--- src/rtl/pool_pkg.sv ---
// Shared encodings for the temporal pooling stage: mode, window and FSM state.
// Latency: none (types, constants and pure functions only).
// Backpressure: not applicable.
package pool_pkg;

  // pool_select encodings
  localparam logic POOL_MAX = 1'b0;
  localparam logic POOL_AVG = 1'b1;

  // pool_window encodings; the reserved code behaves as a 4-beat window
  localparam logic [1:0] WIN_1   = 2'd0;
  localparam logic [1:0] WIN_2   = 2'd1;
  localparam logic [1:0] WIN_4   = 2'd2;
  localparam logic [1:0] WIN_RSV = 2'd3;

  typedef enum logic [1:0] {
    ST_IDLE  = 2'd0,
    ST_ACCUM = 2'd1,
    ST_DONE  = 2'd2
  } state_t;

  // Per-tile configuration captured on the first beat
  typedef struct packed {
    logic       sel;
    logic [1:0] win;
  } cfg_t;

  // log2 of the window length, used as the average shift amount
  function automatic logic [1:0] win_log2(input logic [1:0] win);
    case (win)
      WIN_1:   win_log2 = 2'd0;
      WIN_2:   win_log2 = 2'd1;
      default: win_log2 = 2'd2;
    endcase
  endfunction

  // Window length in beats
  function automatic logic [2:0] win_size(input logic [1:0] win);
    case (win)
      WIN_1:   win_size = 3'd1;
      WIN_2:   win_size = 3'd2;
      default: win_size = 3'd4;
    endcase
  endfunction

endpackage

--- src/rtl/pool_lane.sv ---
// One lane of the pooling stage: running max or sum over the current window.
// Latency: result is combinational on the current beat; the top registers it.
// Backpressure: none; every qualified beat is absorbed in the cycle it arrives.
module pool_lane
  import pool_pkg::*;
#(
  parameter int DWIDTH = 8
) (
  input  logic              clk,
  input  logic              reset,
  input  logic              clr,
  input  logic              beat,
  input  logic              first,
  input  logic              sel,
  input  logic [1:0]        shamt,
  input  logic              lane_vld,
  input  logic [DWIDTH-1:0] din,
  output logic [DWIDTH-1:0] res
);

  // Two guard bits hold a 4-beat sum of DWIDTH-bit values without overflow
  logic signed [DWIDTH+1:0] acc;
  logic signed [DWIDTH+1:0] acc_nxt;
  logic signed [DWIDTH+1:0] din_ext;

  // Next accumulator value including this beat, and the lane result derived from it
  always_comb begin
    din_ext = $signed({{2{din[DWIDTH-1]}}, din});
    acc_nxt = acc;
    if (first) begin
      acc_nxt = din_ext;
    end else if (sel == POOL_AVG) begin
      acc_nxt = acc + din_ext;
    end else if (din_ext > acc) begin
      acc_nxt = din_ext;
    end
    res = '0;
    if (lane_vld) begin
      // Arithmetic shift floors toward minus infinity, as the average requires
      res = (sel == POOL_AVG) ? DWIDTH'(acc_nxt >>> shamt) : DWIDTH'(acc_nxt);
    end
  end

  // Accumulator advances only on accepted beats; a bypass period wipes it
  always_ff @(posedge clk or negedge reset) begin
    if (!reset) begin
      acc <= '0;
    end else if (clr) begin
      acc <= '0;
    end else if (beat) begin
      acc <= acc_nxt;
    end
  end

endmodule

--- src/rtl/pool.sv ---
// Per-lane temporal max/average pooling over windows of 1, 2 or 4 beats per tile.
// Latency: one output pulse 1 cycle after each window-closing beat; bypass is combinational.
// Backpressure: none; a beat is accepted every cycle in_data_available is high, gaps hold state.
module pool
  import pool_pkg::*;
#(
  parameter int DESIGN_SIZE = 4,
  parameter int DWIDTH      = 8,
  parameter int MASK_WIDTH  = DESIGN_SIZE
) (
  input  logic                          clk,
  input  logic                          reset,
  input  logic                          enable_pool,
  input  logic                          pool_select,
  input  logic [1:0]                    pool_window,
  input  logic [MASK_WIDTH-1:0]         validity_mask,
  input  logic                          in_data_available,
  input  logic [DESIGN_SIZE*DWIDTH-1:0] inp_data,
  output logic [DESIGN_SIZE*DWIDTH-1:0] out_data,
  output logic                          out_data_available,
  output logic                          done_pool
);

  localparam int CW = $clog2(DESIGN_SIZE + 1);

  state_t                        state;
  logic [CW-1:0]                 beat_cnt;
  logic [2:0]                    win_cnt;
  cfg_t                          cfg;
  logic [MASK_WIDTH-1:0]         cfg_mask;
  logic [DESIGN_SIZE*DWIDTH-1:0] out_reg;
  logic                          out_vld_reg;
  logic                          done_reg;

  logic                          beat;
  logic                          start;
  logic                          first;
  logic                          close;
  logic                          last;
  cfg_t                          eff_cfg;
  logic [MASK_WIDTH-1:0]         eff_mask;
  logic [1:0]                    shamt;
  logic [CW-1:0]                 bc_nxt;
  logic [2:0]                    wc_nxt;
  logic [DESIGN_SIZE*DWIDTH-1:0] lane_res;

  // Beat qualification, window/tile boundary detection and the config in force this beat.
  // A tile's first beat must already use the incoming config, hence the start-time bypass
  // of the latched copy.
  always_comb begin
    beat     = enable_pool & in_data_available;
    start    = beat && (state != ST_ACCUM);
    eff_cfg  = start ? cfg_t'{sel: pool_select, win: pool_window} : cfg;
    eff_mask = start ? validity_mask : cfg_mask;
    shamt    = win_log2(eff_cfg.win);
    bc_nxt   = (start ? '0 : beat_cnt) + CW'(1);
    wc_nxt   = (start ? 3'd0 : win_cnt) + 3'd1;
    first    = start || (win_cnt == 3'd0);
    last     = beat && (bc_nxt == CW'(DESIGN_SIZE));
    close    = beat && ((wc_nxt == win_size(eff_cfg.win)) || last);
  end

  for (genvar i = 0; i < DESIGN_SIZE; i++) begin : g_lane
    pool_lane #(
      .DWIDTH(DWIDTH)
    ) u_lane (
      .clk      (clk),
      .reset    (reset),
      .clr      (~enable_pool),
      .beat     (beat),
      .first    (first),
      .sel      (eff_cfg.sel),
      .shamt    (shamt),
      .lane_vld (eff_mask[i]),
      .din      (inp_data[i*DWIDTH +: DWIDTH]),
      .res      (lane_res[i*DWIDTH +: DWIDTH])
    );
  end

  // Tile FSM with counters, config latch and registered outputs; disabling drops the tile
  always_ff @(posedge clk or negedge reset) begin
    if (!reset) begin
      state       <= ST_IDLE;
      beat_cnt    <= '0;
      win_cnt     <= '0;
      cfg         <= '0;
      cfg_mask    <= '0;
      out_reg     <= '0;
      out_vld_reg <= 1'b0;
      done_reg    <= 1'b0;
    end else if (!enable_pool) begin
      state       <= ST_IDLE;
      beat_cnt    <= '0;
      win_cnt     <= '0;
      cfg         <= '0;
      cfg_mask    <= '0;
      out_reg     <= '0;
      out_vld_reg <= 1'b0;
      done_reg    <= 1'b0;
    end else begin
      out_vld_reg <= close;
      if (close) begin
        out_reg <= lane_res;
      end
      if (beat) begin
        if (start) begin
          cfg.sel  <= pool_select;
          cfg.win  <= pool_window;
          cfg_mask <= validity_mask;
        end
        beat_cnt <= last ? '0 : bc_nxt;
        win_cnt  <= close ? 3'd0 : wc_nxt;
        // Rises with the final pulse; any later first beat clears it
        done_reg <= last;
        state    <= last ? ST_DONE : ST_ACCUM;
      end
    end
  end

  // Bypass mux: with pooling off the norm output flows straight through
  always_comb begin
    out_data           = enable_pool ? out_reg     : inp_data;
    out_data_available = enable_pool ? out_vld_reg : in_data_available;
    done_pool          = enable_pool ? done_reg    : 1'b1;
  end

endmodule

--- config.mk ---
export PLATFORM = sky130hd
export DESIGN_NAME = pool
export DESIGN_NICKNAME = d
export VERILOG_FILES = /design/src/rtl/pool_pkg.sv /design/src/rtl/pool_lane.sv /design/src/rtl/pool.sv
export SDC_FILE = /design/constraint.sdc
export NUM_CORES = 1
export LEC_CHECK = 0
export CAP_MARGIN = 25
export CORE_ASPECT_RATIO = 0.8
export CORE_MARGIN = 3
export CORE_UTILIZATION = 45
export CTS_BUF_LIST = sky130_fd_sc_hd__clkbuf_4 sky130_fd_sc_hd__clkbuf_8 sky130_fd_sc_hd__clkbuf_16
export CTS_CLUSTER_SIZE = 30
export DETAILED_ROUTE_END_ITERATION = 10
export HOLD_SLACK_MARGIN = 0.06
export PLACE_DENSITY_LB_ADDON = 0.1
export SYNTH_ARGS = -nofsm -noshare
export SYNTH_HDL_FRONTEND = slang
export SYNTH_SLANG_ARGS = --single-unit
--- constraint.sdc ---
create_clock -name clk -period 3 [get_ports clk]
set_input_delay 0.45 -clock clk [delete_from_list [all_inputs] [get_ports clk]]
set_output_delay 0.45 -clock clk [all_outputs]
set_load 0.05 [all_outputs]
# --- Word level (Yosys, flattened, before mapping) ---
# Cells that the tools add are included.
totals:
  input_bits: 43
  register_bits: 89
  word_cells: 96
  out_inout_bits: 34
op_classes:
  reduce_logical: 7
  shift: 4
  n_eq_ne: 6
  order_cmp: 4
  bitwise_logic: 1
  n_addsub: 6
  n_mux: 55
ops:
  columns: ["operator", "count"]
  rows:
  - ["two-way mux 10 bit", 20]
  - ["two-way mux 32 bit", 3]
  - ["two-way mux 8 bit", 8]
  - ["adder 10 x 8 -> 10 bit", 4]
  - ["greater-than comparator 8 x 10 -> 1 bit", 4]
  - [">>> shifter 10 x 2 -> 8 bit", 4]
  - ["two-way mux 3 bit", 11]
  - ["two-way mux 4 bit", 3]
  - ["adder 3 x 1 -> 3 bit (second input constant)", 2]
  - ["two-way mux 2 bit", 3]
  - ["inequality test 2 x 1 -> 1 bit (second input constant)", 3]
  - ["case mux 3 bit (2 select lines)", 1]
  - ["two-way mux 1 bit", 5]
  - ["case mux 2 bit (2 select lines)", 1]
  - ["== test 3 bit", 1]
  - ["== test 3 bit (second input constant)", 1]
  - ["logical AND 1 bit", 3]
  - ["logical NOT 3 bit", 1]
  - ["== test 2 x 1 -> 1 bit (second input constant)", 1]
  - ["logical NOT 2 bit", 1]
  - ["logical OR 1 bit", 2]
  - ["AND 1 bit", 1]

# --- Depth between registers and ports, before layout ---
logic_depth:
  ltp_word: 11
  mapped_depth: 15
  ltp_nobuf: 12

# --- Cells and area by module ---
# Synthesis repeated with hierarchy kept, for this count alone.
unflattened:
  cells_unflattened: 1293
  area_unflattened_um2: 10161.0
modules_own_cells:
  columns: ["mod", "seq_area_each_um2", "n_inst", "area_each_um2", "cells_each"]
  rows:
  - ["pool_lane (g_lane[2].u_lane ...)", 250.2, 2, 1839.3, 249]
  - ["pool", 1201.2, 1, 2647.5, 308]
  - ["pool_lane (g_lane[1].u_lane)", 250.2, 1, 1935.6, 245]
  - ["pool_lane (g_lane[0].u_lane)", 250.2, 1, 1899.3, 242]

# --- Worst setup path after synthesis ---
# Ideal clock, no wire load.
synth_timing:
  path_type: "input port to flip-flop"
  start: "in in_data_available"
  end: "reg out_reg[0]"
  path_slack_ns: 0.075
  path_buffers: 3
  setup_time_ns: 0.122
  path_stages: 14
  required_time_ns: 2.878
  t_arrival_ns: 2.803
  cell_sequence: "buf_2 nand2_2 nor2_1 buf_2 nor2b_1 ha_1 and4b_1 o21ai_0 o211ai_1 a211oi_1 o21a_1 nor2b_1 buf_2 a32o_1"
synth_via:
  elab_chain_len: 10
  word_cells_on_any_way: 26
  cone_classes: "add/sub: 2; eq/ne: 4; shift: 1; mux: 12; bitwise: 1; reduce/logical: 6"
synth_lines:
  columns: ["item", "line_no", "rtl"]
  rows:
  - ["start, declared", "pool.sv:17", "input logic in_data_available,"]
  - ["AND 1 bit *", "pool.sv:51", "beat = enable_pool & in_data_available;"]
  - ["logical AND 1 bit", "pool.sv:52", "start = beat && (state != ST_ACCUM);"]
  - ["two-way mux 3 bit", null, null]
  - ["== test 2 x 1 -> 1 bit, or another cell as far along", "pool_pkg.sv:30, pool_pkg.sv:39", null]
  - ["case mux 2 bit (2 select lines) / two-way mux 10 bit (equally long branches)", "pool_pkg.sv:30, pool_lane.sv:30", null]
  - [">>> shifter 10 x 2 -> 8 bit", "pool_lane.sv:40", "res = (sel == POOL_AVG) ? DWIDTH'(acc_nxt >>> shamt) : DWIDTH'(acc_nxt);"]
  - ["two-way mux 8 bit", "pool_lane.sv:40", null]
  - ["two-way mux 8 bit", "pool_lane.sv:38", "if (lane_vld) begin"]
  - ["two-way mux 32 bit", "pool.sv:102", "if (close) begin"]
  - ["two-way mux 32 bit", "pool.sv:91", "end else if (!enable_pool) begin"]
  - ["end signal, assigned", "pool.sv:103", "out_reg <= lane_res;"]
  - ["end, declared", "pool.sv:31", "logic [DESIGN_SIZE*DWIDTH-1:0] out_reg;"]
# Mark *: on every way between the ends. The rest lies on a longest branch, timed or not. The select of a mux whose other input is x is not followed.
# A chain may end at the register's enable or synchronous reset.

# --- Final worst setup path ---
layout_timing:
  start: "in inp_data[24]"
  end: "reg out_reg[29]"
layout_via:
  elab_chain_len: 9
  word_cells_on_any_way: 10
  cone_classes: "add/sub: 1; order compare: 1; shift: 1; mux: 7"
layout_lines:
  columns: ["item", "line_no", "rtl"]
  rows:
  - ["start, declared", "pool.sv:18", "input logic [DESIGN_SIZE*DWIDTH-1:0] inp_data,"]
  - ["greater-than comparator 8 x 10 -> 1 bit", "pool_lane.sv:34", "end else if (din_ext > acc) begin"]
  - ["two-way mux 10 bit", "pool_lane.sv:34", null]
  - ["two-way mux 10 bit", "pool_lane.sv:32", "end else if (sel == POOL_AVG) begin"]
  - ["two-way mux 10 bit *", "pool_lane.sv:30", "if (first) begin"]
  - [">>> shifter 10 x 2 -> 8 bit", "pool_lane.sv:40", null]
  - ["two-way mux 8 bit *", "pool_lane.sv:40", null]
  - ["two-way mux 8 bit *", "pool_lane.sv:38", null]
  - ["two-way mux 32 bit *", "pool.sv:102", null]
  - ["two-way mux 32 bit *", "pool.sv:91", null]
# Marked as above.

==> impl_metrics.ini <==
[finish]
diodes = 0
final_nets = 1344
syn2layout_area_growth_pct = 34.04
drive_gt1_share_pct = 25.84
nFillCells = 1576
largest_register_ff_count = 40
final_util_pct = 62.36

[drt]
first_iter_violations = 728
routedWlPerCell_um = 18.71
drc = 0
routed_wl_mm = 27.09
route.antenna.remaining_nets = 0
viasPerCell = 5.758
firstDrtPassIters = 8
via_count = 8338

[sta]
slew_headroom_pct = 53.69
period_share_pct = 96.34
final_max_slew_viol_count = 0
tightestPinTransition_ns = 0.6939
rsz0062_at_grt = yes
hold_viol_final = 0
min_period_ns = 2.890
setup_viol = 0
fin_skew_ns = 0.01203
finalSetupTns_ns = 0
fmax_ghz = 0.3460
whs_ns = 0.05906

[setup_path]
cp_slowest_cell = or4_1
worst_ep_arrival_time_ns = 3.18
reg2reg_depth = 12
path_class = in -> reg
path_cells = clkdlybuf4s50_1 > ha_2 > fa_1 > nor2b_1 > o21a_1 > or4_1 > a31oi_1 > o211ai_1 > a21boi_1 > a22o_1 > o21ai_1
crit_required_ns = 3.29
cpPeakStageDelay_ns = 0.50
start_kind = input pin
critical_path_buf_inv_count = 1
r2r_end = out_reg[11]
path_max_fanout = 2
cp_top_family = compound AO/OA/AOI/OAI gates
worst-path-stages = 11
critPathCaptureType = register
r2r-start = state[0]
rrSetupSlack_ns = 0.14

[power]
p_switching_mw = 1.510
swShare_pct = 36.40
p_clk_share_pct = 27.2
leakage_nw = 5.024
sequentialPowerShare_pct = 31.6
ir_drop_mv = 0.3132
p_per_area_mw_per_mm2 = 379.2
power_mw = 4.147
p_int_mw = 2.638
p_comb_share_pct = 41.2

[status]
status = finished, final reports clean

[cts]
worstSkewPairLatency_ns = 0.36
cts_made_buffers = 9
h-tree-depth = 3
cts_buffer_depth = 2
cts_sinks = 88
tritoncts = yes
clk_pin_slew_worst_paths_ns = 0.07
cts_root_buf = clkbuf_16
hold_buffers = 0

[logic_synthesis]
synth_area_leaders = dfrtp_1 27%, ha_1 12%, nor2_1 4.6%
synth_edf_count = 0
yosys.cell_types.count = 82
ys_seq_area_share_pct = 26.99
synth_area_leader_cell = dfrtp_1
synth_nets = 1115
syn_area_sq_mm = 0.008160
yosysWarnings = 0
ys_dominant_reg_cell = dfrtp_1
syn_inst = 989
async_reset_ff_share_pct = 100.0
synth_top_area_share_pct = 26.99
synth-seq-cells = 88
synth_area_per_cell_sq_um = 8.251

[floorplan]
boundaryPins = 77
initial_core_util_pct = 46.53
rows = 43
fp.dieW_um = 156.6
die_h_um = 126.4
core_area_sq_mm = 0.01754
die_area_sq_mm = 0.01980

[global_route]
grt_max_degree = 50
grt_overflow = 0
grt_pass1_vias = 8025
antenna_found_initial = 0
grt_pass1_wl_mm = 43.33
track_usage_pct = 27.45

[flow_run]
maxCapViolations = 0

[place]
dpl.hpwl_mm = 20.49
gp_congestion = 0.8828
port_buffers = 76

[min_path]
worst_hold_path_type = in -> async
[area by class of cell]
| class | count | area, sq um | area share [%] |
|---|---|---|---|
| Clock buffer | 12 | 260.3 | 2.379 |
| Inverter | 75 | 281.5 | 2.574 |
| Timing Repair Buffer | 269 | 2217 | 20.27 |
| Multi-Input combinational cell | 775 | 5665 | 51.80 |
| Tap cell | 225 | 281.5 | 2.574 |
| Clock inverter | 4 | 28.78 | 0.2631 |
| Sequential cell | 88 | 2203 | 20.14 |
[synthesized netlist by cell type, types with 15 or more instances]
master,number
nor2b_1,15
a21oi_1,67
nand2b_1,18
nor2_1,101
ha_1,79
nand3_1,15
xnor2_1,17
mux2_2,29
mux2i_1,21
a211oi_1,29
o21ai_1,27
o21ai_0,44
buf_2,15
nand2_1,72
dfrtp_1,88
o22ai_1,17
inv_1,73
nor3_1,19
clkbuf_1,31
[through the flow]
step	area (sq um)	worst slack [ns]	cells
2_1_floorplan	8160	0.07498	989
3_3_place_gp	10360	-0.3596	1428
3_5_place_dp	10360	-0.4178	1428
4_1_cts	10700	-0.001769	1445
5_1_grt	10940	-0.01853	1448
6_report	10940	0.1097	1448
[layer usage]
layer  track usage (%)  part of all wire (%)
met3             5.082                   6.9
met2             39.88                    43
met5                 0                     0
met4             4.889                  0.75
met1             42.71                    50
[cell families after synthesis]
kind of cell / Yosys count / share of synthesized area (%)
AO/OA/AOI/OAI: 325 / 27.35
XOR/XNOR: 28 / 3.005
adder cells (fa/ha/maj): 83 / 13.09
buffers and inverters: 126 / 6.164
flip-flops: 88 / 26.99
multiplexers: 50 / 6.578
AND/OR/NAND/NOR: 289 / 16.82
[cells in the final DEF (no fill, tap or decap), types with 14 or more instances in the layout]
cell type,n
buf_4,213
nor2_1,99
dfrtp_1,87
inv_1,73
nand2_1,72
ha_1,72
a21oi_1,63
o21ai_0,44
clkdlybuf4s50_1,42
mux2_2,29
a211oi_1,27
o21ai_1,26
mux2i_1,21
nor3_1,19
xnor2_1,17
o22ai_1,17
nand2b_1,16
nand3_1,15
nor2b_1,14
[how the worst max path moves through the flow]
stage	start	end	slack, ns
2_1_floorplan	in_data_available	out_reg[0]	0.07
6_report	inp_data[24]	out_reg[29]	0.11
5_1_grt	inp_data[7]	out_reg[2]	-0.02
3_5_place_dp	inp_data[15]	out_reg[15]	-0.42
4_1_cts	inp_data[15]	g_lane[1].u_lane.acc[0]	-0.002
3_3_place_gp	inp_data[8]	out_reg[15]	-0.36
[power groups by stage]
stage / Sequential, mW / Clock [mW] / Combinational, mW
floorplan: 1.31 / 0 / 0.949
finish: 1.31 / 1.13 / 1.71
CTS: 1.31 / 1.13 / 1.65
detailed placement: 1.33 / 0 / 1.63
global placement: 1.33 / 0 / 1.61
global route: 1.32 / 1.18 / 1.86
[worst register-to-register path: cells and delay by family, from the launching register on]
kind / cells / cell delay [ns]
flops: 1 / 0.38
fa+ha+maj: 1 / 0.34
buf+inv: 2 / 0.40
simple gates: 3 / 0.46
compound gates: 6 / 1.21
[repair_timing]
item	CTS	global route
resized for setup	7	39
gates cloned	0	0
pin swaps	1	21
endpoints found under the setup margin	21	43
buffers inserted	1	3
Note: power is estimated with default switching activity, not from simulation.
==> RTL edit 1 (same flow settings) <==
Re-encode `state_t` (3 states) as one-hot, 3 bits wide.
--- a/src/rtl/pool_pkg.sv
+++ b/src/rtl/pool_pkg.sv
@@ -13,10 +13,10 @@
   localparam logic [1:0] WIN_4   = 2'd2;
   localparam logic [1:0] WIN_RSV = 2'd3;
 
-  typedef enum logic [1:0] {
-    ST_IDLE  = 2'd0,
-    ST_ACCUM = 2'd1,
-    ST_DONE  = 2'd2
+  typedef enum logic [2:0] {
+    ST_IDLE  = 3'b001,
+    ST_ACCUM = 3'b010,
+    ST_DONE  = 3'b100
   } state_t;
 
   // Per-tile configuration captured on the first beat
Behaviour: no difference found for any inputs over 4 cycles, from zero or initial values and one cycle with reset low; so few cycles prove little.
==> RTL edit 1 against the original RTL <==
Power up 7.7%; global-route usage up 0.16 points; synthesized area up 1.4%; sequential cell count up 1; setup slack worse by 0.085 ns; largest power group unchanged; wire length up 3.2%; critical path depth down 3; critical endpoint is now out_reg[14]; die area up 1.4%; cell area up 3.2%.
==> RTL edit 1: results (changes against the original RTL) <==
Run status
  • Status: completed

Global routing
  • Antenna violations before repair: 0 (unchanged)
  • Met2 usage: 41.5% (+1.6 points)
  • Met1 Resource Use GR: 41.7% (-0.97 points)
  • First-pass GRT wire length: 43900 µm (+1.2%)
  • Met3 usage: 4.74% (-0.34 points)
  • Overall Global Routing Usage: 27.6% (+0.16 points)
  • Vias in the first global route: 8073 (+0.60%)
  • Largest net degree at the start of global routing: 71 (+42%)

Route
  • Met3 Wirelength: 2290 µm (+23%)
  • Wl on met1: 12800 µm (-4.8%)
  • Top sig layer: met4
  • DRT iter0 DRCs: 828 (+14%)
  • Drt first pass iters: 6 (-2)
  • Vias post-DR: 8583 (+2.9%)
  • Met2 wire len: 12500 µm (+8.1%)
  • WL final: 28000 µm (+3.2%)

Setup path
  • Critical path's largest stage delay: 0.78 ns (+0.28 ns)
  • Max Fanout on Critical Path: 8 (+6)
  • Highest-delay cell along the critical path: nor2_1
  • Crit path to: out_reg[14]
  • Top delay family on crit path: simple AND/OR/NAND/NOR gates
  • Crit path launch: state[2]
  • Reg2Reg Setup Slack: 0.03 ns (-0.11 ns)
  • Path depth of the worst reg2reg path: 8 (-4)
  • Arrival time worst endpoint: 3.26 ns (+0.08 ns)

Yosys
  • Sequential-to-total area share from yosys stat: 26.9% (-0.066 points)
  • Syn nets: 1091 (-2.2%)
  • Mux contribution to synthesized area: 5.44% (-1.1 points)
  • Synth Area in Compound Gates: 28.1% (+0.78 points)
  • Top FF cell, synth: dfrtp_1
  • Synth Area in Adders: 12.9% (-0.19 points)
  • Commonest cells post-synth: 95 x nor2_1, 88 x dfrtp_1, 79 x ha_1
  • Netlist cell types: 93 (+13%)
  • Xor-xnor portion of the synthesized cell area: 2.96% (-0.043 points)
  • Synth top area cells: dfrtp_1 27%, ha_1 12%, nor2_1 4.3%, mux2_2 3.4%, a21oi_1 3.3%

Timing
  • Final hold slack: 0.0989 ns (+0.0399 ns)
  • F_max: 336 MHz (-2.8%)
  • Worst slew margin: 33.0% (-21 points)
  • Setup-violating endpoint count in the final report: 0 (unchanged)
  • Skew final: 0.00650 ns (-0.00553 ns)

Cells and area
  • Nets: 1340 (-0.30%)
  • Layout cells sized above 1: 27.6% (+1.7 points)
  • Fillcell total: 1532 (-2.8%)
  • Max reg flops: 40 (unchanged)

Flow run
  • Max-cap violations: 0 (unchanged)

Pwr
  • Leak Pwr: 5.12 nW (+2.0%)
  • Internal: 2.88 mW (+9.1%)
  • Max VDD drop: 0.398 mV (+27%)
  • P_comb: 1.89 mW (+11%)
  • Sequential share of power: 30.1% (-1.5 points)

Clock tree
  • CTS Buffer Depth: 2 (unchanged)
  • Setup Fix Bufs, Post-CTS: 1 (unchanged)
  • Clock transition at the registers of the reported paths: 0.06 ns
  • Post-CTS sizing: 0 (-7)
  • Root buffer cell: clkbuf_16

Placed design
  • RePlAce Congestion: 0.870 (-1.5%)
  • Post-Place Setup Slack: -0.365 ns (+0.0528 ns)
  • Post-DP HPWL: 20800 µm (+1.3%)

Worst hold path
  • Worst min-delay path category: in2async
==> RTL edit 1: cell count changes after synthesis, moves of 9 or more <==
cell,before,now
o21ai_1,27,11
a21oi_1,67,54
a22oi_1,5,15
o22ai_1,17,7
a221oi_1,5,14
==> RTL edit 1: final cells by class <==
class	instances	share of cell area [%]
multi-input cells	758	51.6
repair buffers	287	21.1
flip-flops and latches	89	19.7
well taps	225	2.49
inverters	69	2.29
clock buffers	10	2.06
clock inverters	5	0.720
==> RTL edit 1: through the flow <==
step / TNS [ns] / power (mW) / utilization, % / instances / instance area [µm²]
floorplan: 0 / 2.37 / - / 965 / 8320
global placement: -9.81 / 3.12 / 60.0 / 1417 / 10600
detailed placement: -11.59 / 3.13 / 60.0 / 1417 / 10600
CTS: 0 / 4.37 / 61.8 / 1433 / 10900
global route: -0.109 / 4.70 / 63.8 / 1443 / 11300
finish: 0 / 4.47 / 63.8 / 1443 / 11300
==> RTL edit 2 (same flow settings) <==
Without the edit above. The parameter `DESIGN_SIZE` goes from 4 to 8.
--- a/src/rtl/pool.sv
+++ b/src/rtl/pool.sv
@@ -4,7 +4,7 @@
 module pool
   import pool_pkg::*;
 #(
-  parameter int DESIGN_SIZE = 4,
+  parameter int DESIGN_SIZE = 8,
   parameter int DWIDTH      = 8,
   parameter int MASK_WIDTH  = DESIGN_SIZE
 ) (
Interface: changed (resized inp_data, out_data and validity_mask); port bits go from 77 to 145. The function was not compared with the original's and may differ.
==> RTL edit 2 against the original RTL <==
Power rose by 92%; cell count rose by 85%; setup slack got worse by 0.0025 ns; synthesized area rose by 86%; fmax barely moved; wire length rose by 100%; sequential cell count rose by 77; critical path depth did not move; cell area rose by 88%.
==> RTL edit 2: results (changes against the original RTL) <==
Global routing
  • Overall Global Routing Usage: 30.1% (+2.7 points)
  • Largest net degree at the start of global routing: 104 (+110%)

Die
  • Die W: 212 µm (+35%)

Clock tree
  • CTS Hold Buffers Added: 1 (+1)
  • Post-CTS sizing: 9 (+2)
  • Max H-tree Level: 4 (+1)

Yosys
  • Commonest cells post-synth: 174 x nor2_1, 165 x dfrtp_1, 154 x ha_1
  • Seq cells post-synth: 165 (+88%)
  • Mux contribution to synthesized area: 6.37% (-0.20 points)
  • Xor-xnor portion of the synthesized cell area: 3.22% (+0.22 points)

Setup path
  • Max Fanout on Critical Path: 4 (+2)
  • Crit path to: out_reg[53]
  • Worst R2R End: out_reg[49]
  • Critical path's largest stage delay: 0.43 ns (-0.07 ns)
  • Path depth of the worst reg2reg path: 14 (+2)

Pwr
  • Leak Pwr: 9.54 nW (+90%)
  • Comb pwr share: 42.4% (+1.2 points)
  • Max VDD drop: 0.303 mV (-3.3%)

Cells and area
  • Logic inverters: 117 (+56%)
  • NonClk Buf Share: 21.4% (+1.1 points)
  • Seq area share: 20.1% (-0.081 points)
  • Combined area of the multi-input logic cells: 10500 µm² (+86%)

Placed design
  • Number of port buffers: 144 (+89%)

Timing
  • Skew final: 0.0161 ns (+0.00404 ns)

Route
  • Wl on met1: 25800 µm (+92%)
  • WL/cell: 20.6 µm (+10%)

Run status
  • Status: completed
RTL edit 2: changes by cell type in the layout (fill, tap and decap cells not counted), sizes merged, moves of 26 or more:
| cell | unedited run | this run |
|---|---|---|
| o21ai | 73 | 121 |
| a221oi | 6 | 35 |
| inv | 74 | 122 |
| clkdlybuf4s50 | 42 | 86 |
| ha | 79 | 154 |
| mux2 | 29 | 55 |
| nor2b | 15 | 47 |
| a22o | 8 | 41 |
| buf | 220 | 440 |
| nor2 | 103 | 174 |
| nand2 | 73 | 148 |
| dfrtp | 88 | 165 |
RTL edit 2: metrics by stage:
step           instance area, µm²  TNS (ns)  setup WS, ns
2_1_floorplan               15400    -0.314       -0.0647
3_3_place_gp                19700    -20.86        -0.347
3_5_place_dp                19700    -28.95        -0.482
4_1_cts                     20300         0       0.00975
5_1_grt                     20600   -0.0750       -0.0255
6_report                    20600         0         0.107
